$ cat src/rtl/niosii_system_sysid_ctrl_pkg.sv
// Shared types and constants for the system-ID verification controller.
package niosii_system_sysid_ctrl_pkg;

  typedef enum logic [2:0] {
    ST_IDLE,
    ST_RD_ID,
    ST_WAIT_ID,
    ST_RD_TS,
    ST_WAIT_TS,
    ST_DONE
  } state_t;

  localparam logic [1:0] CSR_STATUS  = 2'd0;
  localparam logic [1:0] CSR_ID_CAP  = 2'd1;
  localparam logic [1:0] CSR_TS_CAP  = 2'd2;
  localparam logic [1:0] CSR_CONTROL = 2'd3;

  localparam int unsigned STATUS_DONE_BIT  = 0;
  localparam int unsigned STATUS_ID_OK_BIT = 1;
  localparam int unsigned STATUS_TS_OK_BIT = 2;
  localparam int unsigned STATUS_BUSY_BIT  = 3;

  localparam int unsigned CTRL_RESTART_BIT = 0;

  function automatic logic [31:0] pack_status(input logic done, input logic id_ok,
                                              input logic ts_ok, input logic busy);
    logic [31:0] v;
    v = '0;
    v[STATUS_DONE_BIT]  = done;
    v[STATUS_ID_OK_BIT] = id_ok;
    v[STATUS_TS_OK_BIT] = ts_ok;
    v[STATUS_BUSY_BIT]  = busy;
    return v;
  endfunction

endpackage

$ cat src/rtl/niosii_system_sysid_ctrl_csr.sv
// CSR decode and registered readdata mux for the system-ID controller.
module niosii_system_sysid_ctrl_csr
  import niosii_system_sysid_ctrl_pkg::*;
(
  input  logic        clock,
  input  logic        reset_n,
  input  logic [1:0]  i_csr_address,
  input  logic        i_csr_read,
  input  logic        i_csr_write,
  input  logic [31:0] i_csr_writedata,
  input  logic        i_done,
  input  logic        i_id_ok,
  input  logic        i_ts_ok,
  input  logic        i_busy,
  input  logic [31:0] i_id_cap,
  input  logic [31:0] i_ts_cap,
  output logic [31:0] o_csr_readdata,
  output logic        o_restart_req
);

  logic [31:0] r_readdata;
  logic [31:0] w_rd_mux;
  logic        w_unused_wdata;

  // Only the restart bit of CONTROL carries meaning.
  assign w_unused_wdata = &{1'b0, i_csr_writedata[31:1]};

  always_comb begin
    w_rd_mux = '0;
    case (i_csr_address)
      CSR_STATUS:  w_rd_mux = pack_status(i_done, i_id_ok, i_ts_ok, i_busy);
      CSR_ID_CAP:  w_rd_mux = i_id_cap;
      CSR_TS_CAP:  w_rd_mux = i_ts_cap;
      CSR_CONTROL: w_rd_mux = '0;
      default:     w_rd_mux = '0;
    endcase
  end

  // The mux sees pre-edge state, so a read paired with a write returns pre-write data.
  always_ff @(posedge clock or negedge reset_n) begin
    if (!reset_n) begin
      r_readdata <= '0;
    end else if (i_csr_read) begin
      r_readdata <= w_rd_mux;
    end
  end

  assign o_csr_readdata = r_readdata;
  assign o_restart_req  = i_csr_write && (i_csr_address == CSR_CONTROL)
                          && i_csr_writedata[CTRL_RESTART_BIT];

endmodule

$ cat src/rtl/niosii_system_sysid_ctrl.sv
// Boot-time system-ID check: reads ID and timestamp words, compares, reports pass/fail.
module niosii_system_sysid_ctrl
  import niosii_system_sysid_ctrl_pkg::*;
#(
  parameter logic [31:0] EXPECTED_ID        = 32'd0,
  parameter logic [31:0] EXPECTED_TIMESTAMP = 32'd1486414059,
  parameter int unsigned READ_LATENCY       = 0,
  parameter int unsigned AUTO_START         = 1
) (
  input  logic        clock,
  input  logic        reset_n,
  output logic        sysid_address,
  output logic        sysid_read,
  input  logic [31:0] sysid_readdata,
  input  logic [1:0]  csr_address,
  input  logic        csr_read,
  input  logic        csr_write,
  input  logic [31:0] csr_writedata,
  output logic [31:0] csr_readdata,
  output logic        check_done,
  output logic        check_pass
);

  localparam logic [1:0] LAT = 2'(READ_LATENCY);

  state_t      r_state;
  state_t      w_state_next;
  logic [1:0]  r_lat_cnt;
  logic [31:0] r_id_cap;
  logic [31:0] r_ts_cap;
  logic        r_id_ok;
  logic        r_ts_ok;
  logic        r_done;
  logic        r_pass;
  logic        r_sysid_address;

  logic        w_restart_req;
  logic        w_restart;
  logic        w_cap_id;
  logic        w_cap_ts;
  logic        w_sysid_read;
  logic        w_busy;
  logic        w_id_match;
  logic        w_ts_match;

  assign w_busy     = (r_state != ST_IDLE) && (r_state != ST_DONE);
  assign w_id_match = (sysid_readdata == EXPECTED_ID);
  assign w_ts_match = (sysid_readdata == EXPECTED_TIMESTAMP);

  always_comb begin
    w_state_next = r_state;
    w_restart    = 1'b0;
    w_cap_id     = 1'b0;
    w_cap_ts     = 1'b0;
    w_sysid_read = 1'b0;
    case (r_state)
      ST_IDLE: begin
        // IDLE is only re-entered through reset, so auto-start needs no one-shot flag.
        if (w_restart_req) begin
          w_restart    = 1'b1;
          w_state_next = ST_RD_ID;
        end else if (AUTO_START != 0) begin
          w_state_next = ST_RD_ID;
        end
      end
      ST_RD_ID: begin
        w_sysid_read = 1'b1;
        if (LAT == 2'd0) begin
          w_cap_id     = 1'b1;
          w_state_next = ST_RD_TS;
        end else begin
          w_state_next = ST_WAIT_ID;
        end
      end
      ST_WAIT_ID: begin
        if (r_lat_cnt == LAT) begin
          w_cap_id     = 1'b1;
          w_state_next = ST_RD_TS;
        end
      end
      ST_RD_TS: begin
        w_sysid_read = 1'b1;
        if (LAT == 2'd0) begin
          w_cap_ts     = 1'b1;
          w_state_next = ST_DONE;
        end else begin
          w_state_next = ST_WAIT_TS;
        end
      end
      ST_WAIT_TS: begin
        if (r_lat_cnt == LAT) begin
          w_cap_ts     = 1'b1;
          w_state_next = ST_DONE;
        end
      end
      ST_DONE: begin
        if (w_restart_req) begin
          w_restart    = 1'b1;
          w_state_next = ST_RD_ID;
        end
      end
      default: w_state_next = ST_IDLE;
    endcase
  end

  always_ff @(posedge clock or negedge reset_n) begin
    if (!reset_n) begin
      r_state <= ST_IDLE;
    end else begin
      r_state <= w_state_next;
    end
  end

  // Counter is primed to 1 in the strobe cycle so the capture lands READ_LATENCY cycles later.
  always_ff @(posedge clock or negedge reset_n) begin
    if (!reset_n) begin
      r_lat_cnt <= '0;
    end else if ((r_state == ST_RD_ID) || (r_state == ST_RD_TS)) begin
      r_lat_cnt <= 2'd1;
    end else if ((r_state == ST_WAIT_ID) || (r_state == ST_WAIT_TS)) begin
      r_lat_cnt <= r_lat_cnt + 2'd1;
    end
  end

  always_ff @(posedge clock or negedge reset_n) begin
    if (!reset_n) begin
      r_sysid_address <= 1'b0;
    end else if (w_state_next == ST_RD_ID) begin
      r_sysid_address <= 1'b0;
    end else if (w_state_next == ST_RD_TS) begin
      r_sysid_address <= 1'b1;
    end
  end

  always_ff @(posedge clock or negedge reset_n) begin
    if (!reset_n) begin
      r_id_cap <= '0;
      r_ts_cap <= '0;
      r_id_ok  <= 1'b0;
      r_ts_ok  <= 1'b0;
      r_done   <= 1'b0;
      r_pass   <= 1'b0;
    end else if (w_restart) begin
      r_id_cap <= '0;
      r_ts_cap <= '0;
      r_id_ok  <= 1'b0;
      r_ts_ok  <= 1'b0;
      r_done   <= 1'b0;
      r_pass   <= 1'b0;
    end else begin
      if (w_cap_id) begin
        r_id_cap <= sysid_readdata;
        r_id_ok  <= w_id_match;
      end
      if (w_cap_ts) begin
        r_ts_cap <= sysid_readdata;
        r_ts_ok  <= w_ts_match;
        r_done   <= 1'b1;
        r_pass   <= r_id_ok && w_ts_match;
      end
    end
  end

  niosii_system_sysid_ctrl_csr u_csr (
    .clock           (clock),
    .reset_n         (reset_n),
    .i_csr_address   (csr_address),
    .i_csr_read      (csr_read),
    .i_csr_write     (csr_write),
    .i_csr_writedata (csr_writedata),
    .i_done          (r_done),
    .i_id_ok         (r_id_ok),
    .i_ts_ok         (r_ts_ok),
    .i_busy          (w_busy),
    .i_id_cap        (r_id_cap),
    .i_ts_cap        (r_ts_cap),
    .o_csr_readdata  (csr_readdata),
    .o_restart_req   (w_restart_req)
  );

  assign sysid_read    = w_sysid_read;
  assign sysid_address = r_sysid_address;
  assign check_done    = r_done;
  assign check_pass    = r_pass;

endmodule
$ cat config.mk
export PLATFORM = sky130hd
export DESIGN_NAME = niosii_system_sysid_ctrl
export DESIGN_NICKNAME = d
export VERILOG_FILES = /design/src/rtl/niosii_system_sysid_ctrl_pkg.sv /design/src/rtl/niosii_system_sysid_ctrl_csr.sv /design/src/rtl/niosii_system_sysid_ctrl.sv
export SDC_FILE = /design/constraint.sdc
export NUM_CORES = 1
export LEC_CHECK = 0
export ABC_AREA = 1
export ABC_CLOCK_PERIOD_IN_PS = 2150
export BUFFER_PORTS_ARGS = -buffer_cell sky130_fd_sc_hd__buf_2
export CORE_UTILIZATION = 50
export CTS_CLUSTER_DIAMETER = 120
export DETAILED_ROUTE_END_ITERATION = 10
export PLACE_DENSITY = 0.83
export REMOVE_ABC_BUFFERS = 1
export SKIP_LAST_GASP = 1
export SLEW_MARGIN = 20
export SYNTH_ARGS = -nofsm -noshare
export SYNTH_HDL_FRONTEND = slang
export SYNTH_SLANG_ARGS = --single-unit
$ cat constraint.sdc
create_clock -name clock -period 2.15 [get_ports clock]
set_input_delay 0.1075 -clock clock [delete_from_list [all_inputs] [get_ports clock]]
set_output_delay 0.1075 -clock clock [all_outputs]
set_load 0.05 [all_outputs]
==> results of run 1 <==
-- power groups by stage --
stage,Clock (mW),Sequential [mW],Combinational [mW]
3_5_place_dp,0,3.20,2.85
4_1_cts,1.44,3.17,2.85
5_1_grt,1.52,3.26,3.23
2_1_floorplan,0,3.58,1.60
6_report,1.42,3.18,2.83
3_3_place_gp,0,3.16,2.72
-- synth_stat cells --
| cell | n | area share, % |
|---|---|---|
| nand2_1 | 242 | 19 |
| dfrtp_1 | 106 | 56 |
| nand3_1 | 70 | 7.4 |
| nor2_1 | 65 | 5.1 |
| a31oi_1 | 28 | 3.7 |
| inv_1 | 18 | 1.4 |
| buf_2 | 11 | 1.2 |
| clkbuf_1 | 11 | 0.87 |
| buf_4 | 6 | 0.95 |
| inv_2 | 5 | 0.39 |
| o21ai_0 | 5 | 0.53 |
| a41oi_1 | 4 | 0.74 |
| buf_6 | 3 | 0.71 |
| and2_1 | 2 | 0.26 |
| nand4_1 | 2 | 0.26 |
| nor2_2 | 2 | 0.26 |
| buf_1 | 1 | 0.079 |
| ha_1 | 1 | 0.26 |
| nand2_2 | 1 | 0.13 |
| nand3_2 | 1 | 0.21 |
| nand3b_1 | 1 | 0.16 |
| o211ai_1 | 1 | 0.16 |
| o21ai_4 | 1 | 0.34 |
-- kinds of logic (layout without fill, tap and decap cells) --
kind of cell	count (synthesis)	after routing	share of synthesized area, %
flip-flops	106	106	55.8
AND/OR/NAND/NOR	386	386	32.9
buffers and inverters	55	124	5.58
adder cells (fa/ha/maj)	1	1	0.263
AO/OA/AOI/OAI	39	39	5.45
-- repair_timing --
| item | CTS | global route |
|---|---|---|
| endpoints found under the hold margin | 33 | 0 |
| hold buffers | 1 | 0 |
| resized for setup | 0 | 0 |
-- per-layer routing --
| layer | up-vias | global-route usage (%) | share of wire, % |
|---|---|---|---|
| li1 | 2003 | - | - |
| met1 | 1933 | 33.6 | 44 |
| met2 | 148 | 40.3 | 48 |
| met3 | 17 | 2.53 | 6.2 |
| met4 | 0 | 7.92 | 1.6 |
| met5 | - | 0 | 0 |
-- tightest hold or removal path, cell delays in order --
cell	delay (ns)
buf_2	0.10
nand3_1	0.07
nand2_1	0.06
-- area by class of cell --
class                   count  area [um^2]
fillers                   823         3800
flip-flops and latches    106         2650
clock inverters             6          105
multi-input cells         426         1840
inverters                  23         86.3
well taps                 129          161
repair buffers             85          470
clock buffers              10          128
-- stage by stage --
stage               cells  instance area, um^2  hold WS [ns]
floorplan             555                 4570        -0.188
detailed placement    768                 5200        0.0845
CTS                   785                 5440       0.00323
finish                785                 5440       0.00853
global placement      768                 5200        0.0788
global route          785                 5440        0.0181
-- registers in the layout, summed over array words and instances (netlist names) --
name and cells:
r_ts_ok 1, r_id_cap 32, r_lat_cnt 2, check_done 1, sysid_address 1, r_id_ok 1
r_ts_cap 32, check_pass 1, u_csr.o_csr_readdata 32, r_state 3
-- how the worst max path moves through the flow --
stage	start	to	slack (ns)
floorplan	r_state[0]	check_pass	0.24
global placement	r_lat_cnt[0]	r_id_ok	0.47
detailed placement	r_lat_cnt[0]	r_id_cap[0]	0.41
CTS	r_lat_cnt[0]	r_id_ok	0.38
global route	r_lat_cnt[0]	r_id_cap[1]	0.16
finish	r_lat_cnt[0]	r_id_cap[26]	0.38
-- cell usage in the layout, fill, tap and decap left out, drive strengths merged --
cell	Yosys	layout
nand2	243	243
nand3	71	71
nand4	2	2
nor2	67	67
clkinv	0	3
a41oi	4	4
bufinv	0	3
and2	2	2
buf	21	84
a31oi	28	28
o211ai	1	1
inv	23	23
o21ai	6	6
clkbuf	11	10
nand3b	1	1
ha	1	1
dlygate4sd3	0	1
dfrtp	106	106
==> results.sh, run 1 <==
export IMPL_ir_drop_uv=560
export IMPL_finish_utilization_pct=58.9
export IMPL_clk_latency_ns=0.35
export IMPL_layout_setup_ws_ns=0.385
export IMPL_crit_fanout=33
export IMPL_netSwitchingPower_mw=3.11
export IMPL_synth_cell_types=23
export IMPL_worstRegToRegCells=9
export IMPL_power_per_cell_area_nw_per_um2=1360
export IMPL_max_stage_delay_ns=0.44
export IMPL_syn_inst=587
export IMPL_layout_drive_gt1_share_pct=16.9
export IMPL_nNetsFinal=722
export IMPL_cp_required_ns=2.43
export IMPL_regToRegStartpoint="r_lat_cnt[0]"
export IMPL_grt_max_degree=40
export IMPL_min_delay_start="sysid_readdata[10]"
export IMPL_clockPowerShare_pct=19.1
export IMPL_finalSetupViolations=0
export IMPL_dp_hpwl_um=7190
export IMPL_critPathBufInv=3
export IMPL_rows=35
export IMPL_grt_use_total_pct=24.2
export IMPL_grt_pass1_vias=3956
export IMPL_p_int_mw=4.31
export IMPL_yosys_register_bits=106
export IMPL_routed_wl_um=11000
export IMPL_finalHoldViolCount=0
export IMPL_antenna_found_initial=0
export IMPL_area_growth_pct=14.5
export IMPL_setup_tns_ns=0
export IMPL_post_cts_buffers=0
export IMPL_cts_root_buf="clkbuf_8"
export IMPL_clock_sinks=106
export IMPL_min_path_cells=3
export IMPL_max_clock_freq_mhz=567
export IMPL_min_path_type="input port to flip-flop"
export IMPL_cts_inserted_buffers=9
export IMPL_antenna_cells=0
export IMPL_yosysSeqAreaShare_pct=55.8
export IMPL_power_frac_comb_pct=38.1
export IMPL_drt_vias_per_instance=5.22
export IMPL_r2r_end="r_id_cap[26]"
export IMPL_cp_top_family="buffers and inverters"
export IMPL_worst_pin_slew_ns=0.672
export IMPL_crit_path_frequent_cell="nand2_1"
export IMPL_core_area_um2=9240
export IMPL_netlist_area_um2=4750
export IMPL_die_y_um=99.5
export IMPL_dr_pass1_iters=5
export IMPL_pin_count=106
export IMPL_layout_min_cycle_time_ns=1.77
export IMPL_critPathCaptureType="flip-flop"
export IMPL_avgSynthCellArea_um2=8.10
export IMPL_pre_cts_slack_ns=0.413
export IMPL_r2r_slack_ns=0.38
export IMPL_place_gp_congestion=0.818
export IMPL_status="finished, final reports clean"
export IMPL_crit_chain="inv_1 > ha_1 > inv_1 > nand2_1 > nand2_1 > nand2_1 > inv_2 > nand2_1 > nand2_1"
export IMPL_drtIter0Drc=272
export IMPL_p_sw_share_pct=41.9
export IMPL_port_buffers=74
export IMPL_antenna_left=0
export IMPL_clk_pin_slew_ns=0.10
export IMPL_dieArea_um2=9900
export IMPL_maxSlewHeadroom_pct=55.1
export IMPL_initial_utilization_pct=51.4
export IMPL_rsz0062_at_grt="false"
export IMPL_vias=4101
export IMPL_yosysWarningCount=0
export IMPL_total_power_mw=7.43
export IMPL_sequentialPowerShare_pct=42.8
export IMPL_maxCapViolations=0
export IMPL_cp_slowest_cell="inv_2"
export IMPL_period_share_pct=82.1
export IMPL_die_w_um=99.5
export IMPL_grt_pass1_wl_um=18900
export IMPL_skew_ns=0.00913
export IMPL_post_route_drc_count=0
export IMPL_p_leak_nw=2.81
export IMPL_cts_buffer_depth=2
export IMPL_finalMaxSlewViolations=0
export IMPL_path_depth=9
export IMPL_min_to="r_ts_cap[10]"
export IMPL_critPathArrivalTime_ns=2.05
export IMPL_grt_ovfl_total=0
export IMPL_crit_type="flip-flop to flip-flop"
export IMPL_startpoint_type="flip-flop"
export IMPL_cts_tree="yes"
export IMPL_wl_per_cell_um=14.0
export IMPL_h_tree_depth=3
(Power assumes the default switching activity.)
==> run 2: changes to the inputs <==
--- a/config.mk
+++ b/config.mk
@@ -6,7 +6,7 @@
 export NUM_CORES = 1
 export LEC_CHECK = 0
 export ABC_AREA = 1
-export ABC_CLOCK_PERIOD_IN_PS = 2150
+export ABC_CLOCK_PERIOD_IN_PS = 1750
 export BUFFER_PORTS_ARGS = -buffer_cell sky130_fd_sc_hd__buf_2
 export CORE_UTILIZATION = 50
 export CTS_CLUSTER_DIAMETER = 120
==> constraint.sdc (replaced) <==
create_clock -name clock -period 1.75 [get_ports clock]
set_input_delay 0.0875 -clock clock [delete_from_list [all_inputs] [get_ports clock]]
set_output_delay 0.0875 -clock clock [all_outputs]
set_load 0.05 [all_outputs]
==> run 2 against run 1 <==
Compared with the run above: count of clock-buffer cells in the layout unchanged; clock power about the same; wire length up 2.6%; clock skew down 0.0012 ns; sequential share of layout area down 2.4 points; via count up 5.1%; utilization up 3.1 points; critical path type is now flip-flop to primary output; largest cell class unchanged.
==> results.sh, run 2 (synthesis results as in run 1) <==
export IMPL_status="finished, final reports clean"
export IMPL_max_clock_freq_mhz=607
export IMPL_p_int_mw=5.09
export IMPL_grt_max_degree=107
export IMPL_placed_area_um2=5230
export IMPL_wl_per_cell_um=13.8
export IMPL_netSwitchingPower_mw=3.93
export IMPL_worstRegToRegCells=9
export IMPL_fillers=805
export IMPL_antenna_cells=0
export IMPL_nNetsFinal=753
export IMPL_critPathArrivalTime_ns=1.56
export IMPL_setup_tns_ns=0
export IMPL_min_path_cells=3
export IMPL_clockPowerShare_pct=15.5
export IMPL_drtIter0Drc=387
export IMPL_regToRegStartpoint="r_state[1]"
export IMPL_port_buffers=74
export IMPL_grt_pass1_wl_um=19300
export IMPL_core_area_um2=9240
export IMPL_critPathCaptureType="primary output"
export IMPL_maxSlewHeadroom_pct=63.5
export IMPL_grt_use_total_pct=25.0
export IMPL_layout_min_cycle_time_ns=1.65
export IMPL_multi_input_area_um2=1840
export IMPL_worst_pin_slew_ns=0.548
export IMPL_cts_tree="yes"
export IMPL_area_growth_pct=20.6
export IMPL_die_y_um=99.5
export IMPL_crit_fanout=5
export IMPL_initial_utilization_pct=51.4
export IMPL_fin_cells=816
export IMPL_rows=35
export IMPL_pin_count=106
export IMPL_dr_pass1_iters=5
export IMPL_p_leak_nw=2.92
export IMPL_dp_hpwl_um=6870
export IMPL_place_gp_congestion=0.814
export IMPL_layout_drive_gt1_share_pct=16.4
export IMPL_pre_cts_slack_ns=0.0430
export IMPL_clock_sinks=106
export IMPL_startpoint_type="flip-flop"
export IMPL_die_w_um=99.5
export IMPL_cts_buffer_depth=2
export IMPL_drt_vias_per_instance=5.28
export IMPL_cp_required_ns=1.66
export IMPL_grt_pass1_vias=4135
export IMPL_skew_ns=0.00795
export IMPL_routed_wl_um=11300
export IMPL_final_cell_mix="242 x nand2_1, 106 x dfrtp_1, 73 x buf_2"
export IMPL_r2r_end="r_ts_cap[19]"
export IMPL_regArea_um2=2650
export IMPL_grt_ovfl_total=0
export IMPL_final_common_cell="nand2_1"
export IMPL_clk_latency_ns=0.37
export IMPL_power_frac_comb_pct=41.1
export IMPL_finalMaxSlewViolations=0
export IMPL_h_tree_depth=3
export IMPL_power_per_cell_area_nw_per_um2=1570
export IMPL_rsz0062_at_grt="false"
export IMPL_period_share_pct=94.2
export IMPL_dp_cells=769
export IMPL_antenna_found_initial=0
export IMPL_cts_root_buf="clkbuf_8"
export IMPL_finalHoldViolCount=0
export IMPL_antenna_left=0
export IMPL_ir_drop_uv=610
export IMPL_maxCapViolations=0
export IMPL_hold_slack_ns=0.0136
export IMPL_finalSetupViolations=0
export IMPL_p_sw_share_pct=43.6
export IMPL_post_route_drc_count=0
export IMPL_min_delay_start="sysid_readdata[29]"
export IMPL_min_to="r_ts_cap[29]"
export IMPL_cts_inserted_buffers=9
export IMPL_vias=4311
export IMPL_min_path_type="input port to flip-flop"
export IMPL_crit_type="flip-flop to primary output"
export IMPL_dieArea_um2=9900
export IMPL_r2r_slack_ns=0.20
export IMPL_final_area_um2=5730
export IMPL_sequentialPowerShare_pct=43.4
export IMPL_clk_pin_slew_ns=0.10
export IMPL_layout_setup_ws_ns=0.102
==> run 2: cell types whose count changed in the layout (fill, tap and decap cells not counted), moves of 2 or more <==
cell | previous run | this run
clkinvlp_4 | 0 | 2
dlygate4sd3_1 | 1 | 31
buf_12 | 1 | 3
clkinv_4 | 0 | 2
buf_4 | 10 | 8
bufinv_16 | 3 | 0
==> run 2: metrics by stage <==
step                      utilization, %  power [mW]
final                               62.0        9.02
after global routing                62.0        9.70
after CTS                           61.9        9.02
after detailed placement            56.6        7.59
after global placement              56.6        7.38
after floorplan                        -        6.36
==> run 2: worst max path at each step <==
stage / end / cells after the start / startpoint
after detailed placement: r_ts_cap[19] / 9 / r_state[1]
after global placement: check_pass / 9 / r_lat_cnt[0]
after CTS: r_ts_cap[2] / 9 / r_lat_cnt[0]
after global routing: r_ts_cap[9] / 7 / r_state[2]
after floorplan: check_pass / 7 / r_state[0]
final: sysid_read / 5 / r_state[1]
==> run 2: critical path, cell delays in order (launching register included) <==
cell and delay (ns):
dfrtp_1 0.41, inv_2 0.09, nor2_2 0.12, nand2_1 0.15, nand2_1 0.15, buf_2 0.28
==> run 2: layer usage <==
| layer | vias up | routed length [um] | GRT usage (%) | part of all wire (%) |
|---|---|---|---|---|
| met5 | - | 0 | 0 | 0 |
| met4 | 0 | 195 | 11.7 | 1.7 |
| met3 | 19 | 652 | 2.60 | 5.8 |
| met2 | 152 | 5630 | 41.2 | 50 |
| met1 | 2072 | 4810 | 33.7 | 43 |
| li1 | 2068 | - | - | - |
==> run 2: power by group through the flow <==
stage / clock network, mW / logic (mW) / registers [mW]
after global routing: 1.52 / 4.18 / 4.00
after floorplan: 0 / 1.96 / 4.40
after global placement: 0 / 3.50 / 3.89
after CTS: 1.42 / 3.70 / 3.90
after detailed placement: 0 / 3.64 / 3.95
final: 1.39 / 3.71 / 3.91
==> run 2: what timing repair did <==
| item | CTS | global route |
|---|---|---|
| setup endpoints to repair | 0 | 34 |
| hold buffers | 31 | 0 |
| buffers inserted | 0 | 0 |
| resized for setup | 0 | 3 |
| endpoints found under the hold margin | 155 | 0 |
==> run 2: layout make-up <==
| type | count | share of cell area, % |
|---|---|---|
| Timing Repair Buffer | 116 | 14.1 |
| Multi-Input combinational cell | 426 | 32.1 |
| Sequential cell | 106 | 46.3 |
| Clock buffer | 10 | 2.40 |
| Inverter | 23 | 1.55 |
| Clock inverter | 6 | 0.742 |
| Tap cell | 129 | 2.82 |
==> run 3: changes to the inputs <==
--- a/config.mk
+++ b/config.mk
@@ -8,10 +8,10 @@
 export ABC_AREA = 1
 export ABC_CLOCK_PERIOD_IN_PS = 1750
 export BUFFER_PORTS_ARGS = -buffer_cell sky130_fd_sc_hd__buf_2
-export CORE_UTILIZATION = 50
+export CORE_UTILIZATION = 30
 export CTS_CLUSTER_DIAMETER = 120
 export DETAILED_ROUTE_END_ITERATION = 10
-export PLACE_DENSITY = 0.83
+export PLACE_DENSITY = 0.57
 export REMOVE_ABC_BUFFERS = 1
 export SKIP_LAST_GASP = 1
 export SLEW_MARGIN = 20
==> run 3 against run 2 <==
Compared with the run above: non-clock buffer count is 19 lower; worst setup slack better by 0.048 ns; sequential power about the same; final area up 1.0%; critical path depth shrank 1; combinational power about the same; clock power is 58% higher; flip-flop and latch count is the same; largest cell class unchanged.
==> results.sh, run 3 (synthesis results as in run 1) <==
export IMPL_placed_area_um2=5360
export IMPL_routed_wl_um=12600
export IMPL_clk_latency_ns=0.35
export IMPL_critPathArrivalTime_ns=1.51
export IMPL_rows=45
export IMPL_min_delay_start="sysid_readdata[3]"
export IMPL_period_share_pct=91.5
export IMPL_antenna_left=0
export IMPL_die_y_um=128
export IMPL_crit_path_frequent_cell="nand2_1"
export IMPL_cts_buffer_depth=2
export IMPL_grt_use_total_pct=16.4
export IMPL_min_path_type="input port to flip-flop"
export IMPL_crit_chain="nor2_2 > nand2_1 > nand2_1 > buf_2"
export IMPL_max_stage_delay_ns=0.43
export IMPL_dieArea_um2=16400
export IMPL_clock_sinks=106
export IMPL_worstRegToRegCells=7
export IMPL_clk_pin_slew_ns=0.07
export IMPL_antenna_found_initial=0
export IMPL_grt_ovfl_total=0
export IMPL_grt_pass1_wl_um=20600
export IMPL_nNetsFinal=734
export IMPL_crit_type="flip-flop to primary output"
export IMPL_hold_slack_ns=0.0177
export IMPL_setup_tns_ns=0
export IMPL_port_buffers=74
export IMPL_cp_required_ns=1.66
export IMPL_min_path_cells=3
export IMPL_vias=4061
export IMPL_finalHoldViolCount=0
export IMPL_cp_slowest_cell="dfrtp_1"
export IMPL_min_to="r_id_cap[3]"
export IMPL_final_cell_mix="242 x nand2_1, 106 x dfrtp_1, 73 x buf_2"
export IMPL_power_per_cell_area_nw_per_um2=1700
export IMPL_finalSetupViolations=0
export IMPL_startpoint_type="flip-flop"
export IMPL_h_tree_depth=3
export IMPL_cts_root_buf="clkbuf_16"
export IMPL_wl_per_cell_um=14.3
export IMPL_dp_hpwl_um=7850
export IMPL_drtIter0Drc=343
export IMPL_maxCapViolations=0
export IMPL_skew_ns=0.00589
export IMPL_critPathBufInv=1
export IMPL_status="finished, final reports clean"
export IMPL_r2r_end="r_ts_cap[14]"
export IMPL_ir_drop_uv=720
export IMPL_maxSlewHeadroom_pct=64.3
export IMPL_cts_tree="yes"
export IMPL_crit_fanout=5
export IMPL_final_area_um2=5790
export IMPL_worst_pin_slew_ns=0.536
export IMPL_critPathCaptureType="primary output"
export IMPL_rsz0062_at_grt="false"
export IMPL_p_leak_nw=2.92
export IMPL_pin_count=106
export IMPL_finalMaxSlewViolations=0
export IMPL_area_growth_pct=21.8
export IMPL_initial_utilization_pct=31.0
export IMPL_cp_top_family="simple AND/OR/NAND/NOR gates"
export IMPL_die_w_um=128
export IMPL_grt_pass1_vias=3931
export IMPL_layout_min_cycle_time_ns=1.60
export IMPL_dr_pass1_iters=5
export IMPL_post_route_drc_count=0
export IMPL_grt_max_degree=65
export IMPL_final_common_cell="nand2_1"
export IMPL_place_gp_congestion=0.781
export IMPL_regToRegStartpoint="r_lat_cnt[0]"
export IMPL_drt_vias_per_instance=4.63
export IMPL_cts_inserted_buffers=9
export IMPL_max_clock_freq_mhz=625
export IMPL_post_cts_buffers=0
export IMPL_layout_drive_gt1_share_pct=16.8
export IMPL_r2r_slack_ns=0.19
export IMPL_core_area_um2=15300
export IMPL_antenna_cells=0
## run 3: cell type report
class                      instances  area (um^2)
multi-input combinational        426         1840
timing repair buffer              97          624
tap                              211          264
inverter                          23         88.8
sequential                       106         2650
clock inverter                     2         60.1
fill                            1644         9520
clock buffer                      13          260
## run 3: power breakdown
group	internal [mW]	switching [mW]
logic	1.11	2.61
clock network	1.33	0.872
registers	3.40	0.501
total	5.84	3.98
## run 3: through the flow
stage / utilization, % / power, mW / setup WS [ns] / cells
4_1_cts: 37.7 / 9.93 / 0.0695 / 877
6_report: 37.8 / 9.82 / 0.149 / 878
3_5_place_dp: 35.0 / 7.66 / 0.0399 / 853
2_1_floorplan: - / 6.36 / -0.158 / 555
5_1_grt: 37.8 / 10.6 / 0.0592 / 878
3_3_place_gp: 35.0 / 7.52 / 0.0609 / 853
## run 3: how the worst max path moves through the flow
stage | from | endpoint | slack [ns] | depth (start not counted)
final | r_state[2] | sysid_read | 0.15 | 4
after global routing | r_lat_cnt[0] | r_ts_cap[28] | 0.06 | 9
after CTS | r_lat_cnt[0] | r_ts_cap[14] | 0.07 | 7
after detailed placement | r_state[1] | check_pass | 0.04 | 9
after global placement | r_lat_cnt[0] | check_pass | 0.06 | 9
after floorplan | r_state[0] | check_pass | -0.16 | 7
## run 3: timing repair
item | in CTS | in global routing
endpoints found under the setup margin | 1 | 13
gates resized for setup | 1 | 1
hold endpoints to repair | 51 | 1
hold buffers | 9 | 1
## run 3: layer usage
metal	track usage [%]	up-vias	routed length, um
met2	25.9	94	5870
met3	4.09	9	613
met5	0	-	0
met1	22.4	1936	5960
li1	-	2022	-
met4	4.29	0	116
## run 3: worst reg2reg max path, delay by kind of cell, from the launching register on
family / cells / cell delay [ns]
AO/OA/AOI/OAI: 1 / 0.18
adder cells (fa/ha/maj): 1 / 0.21
buffers and inverters: 3 / 0.50
flip-flops: 1 / 0.36
AND/OR/NAND/NOR: 2 / 0.25
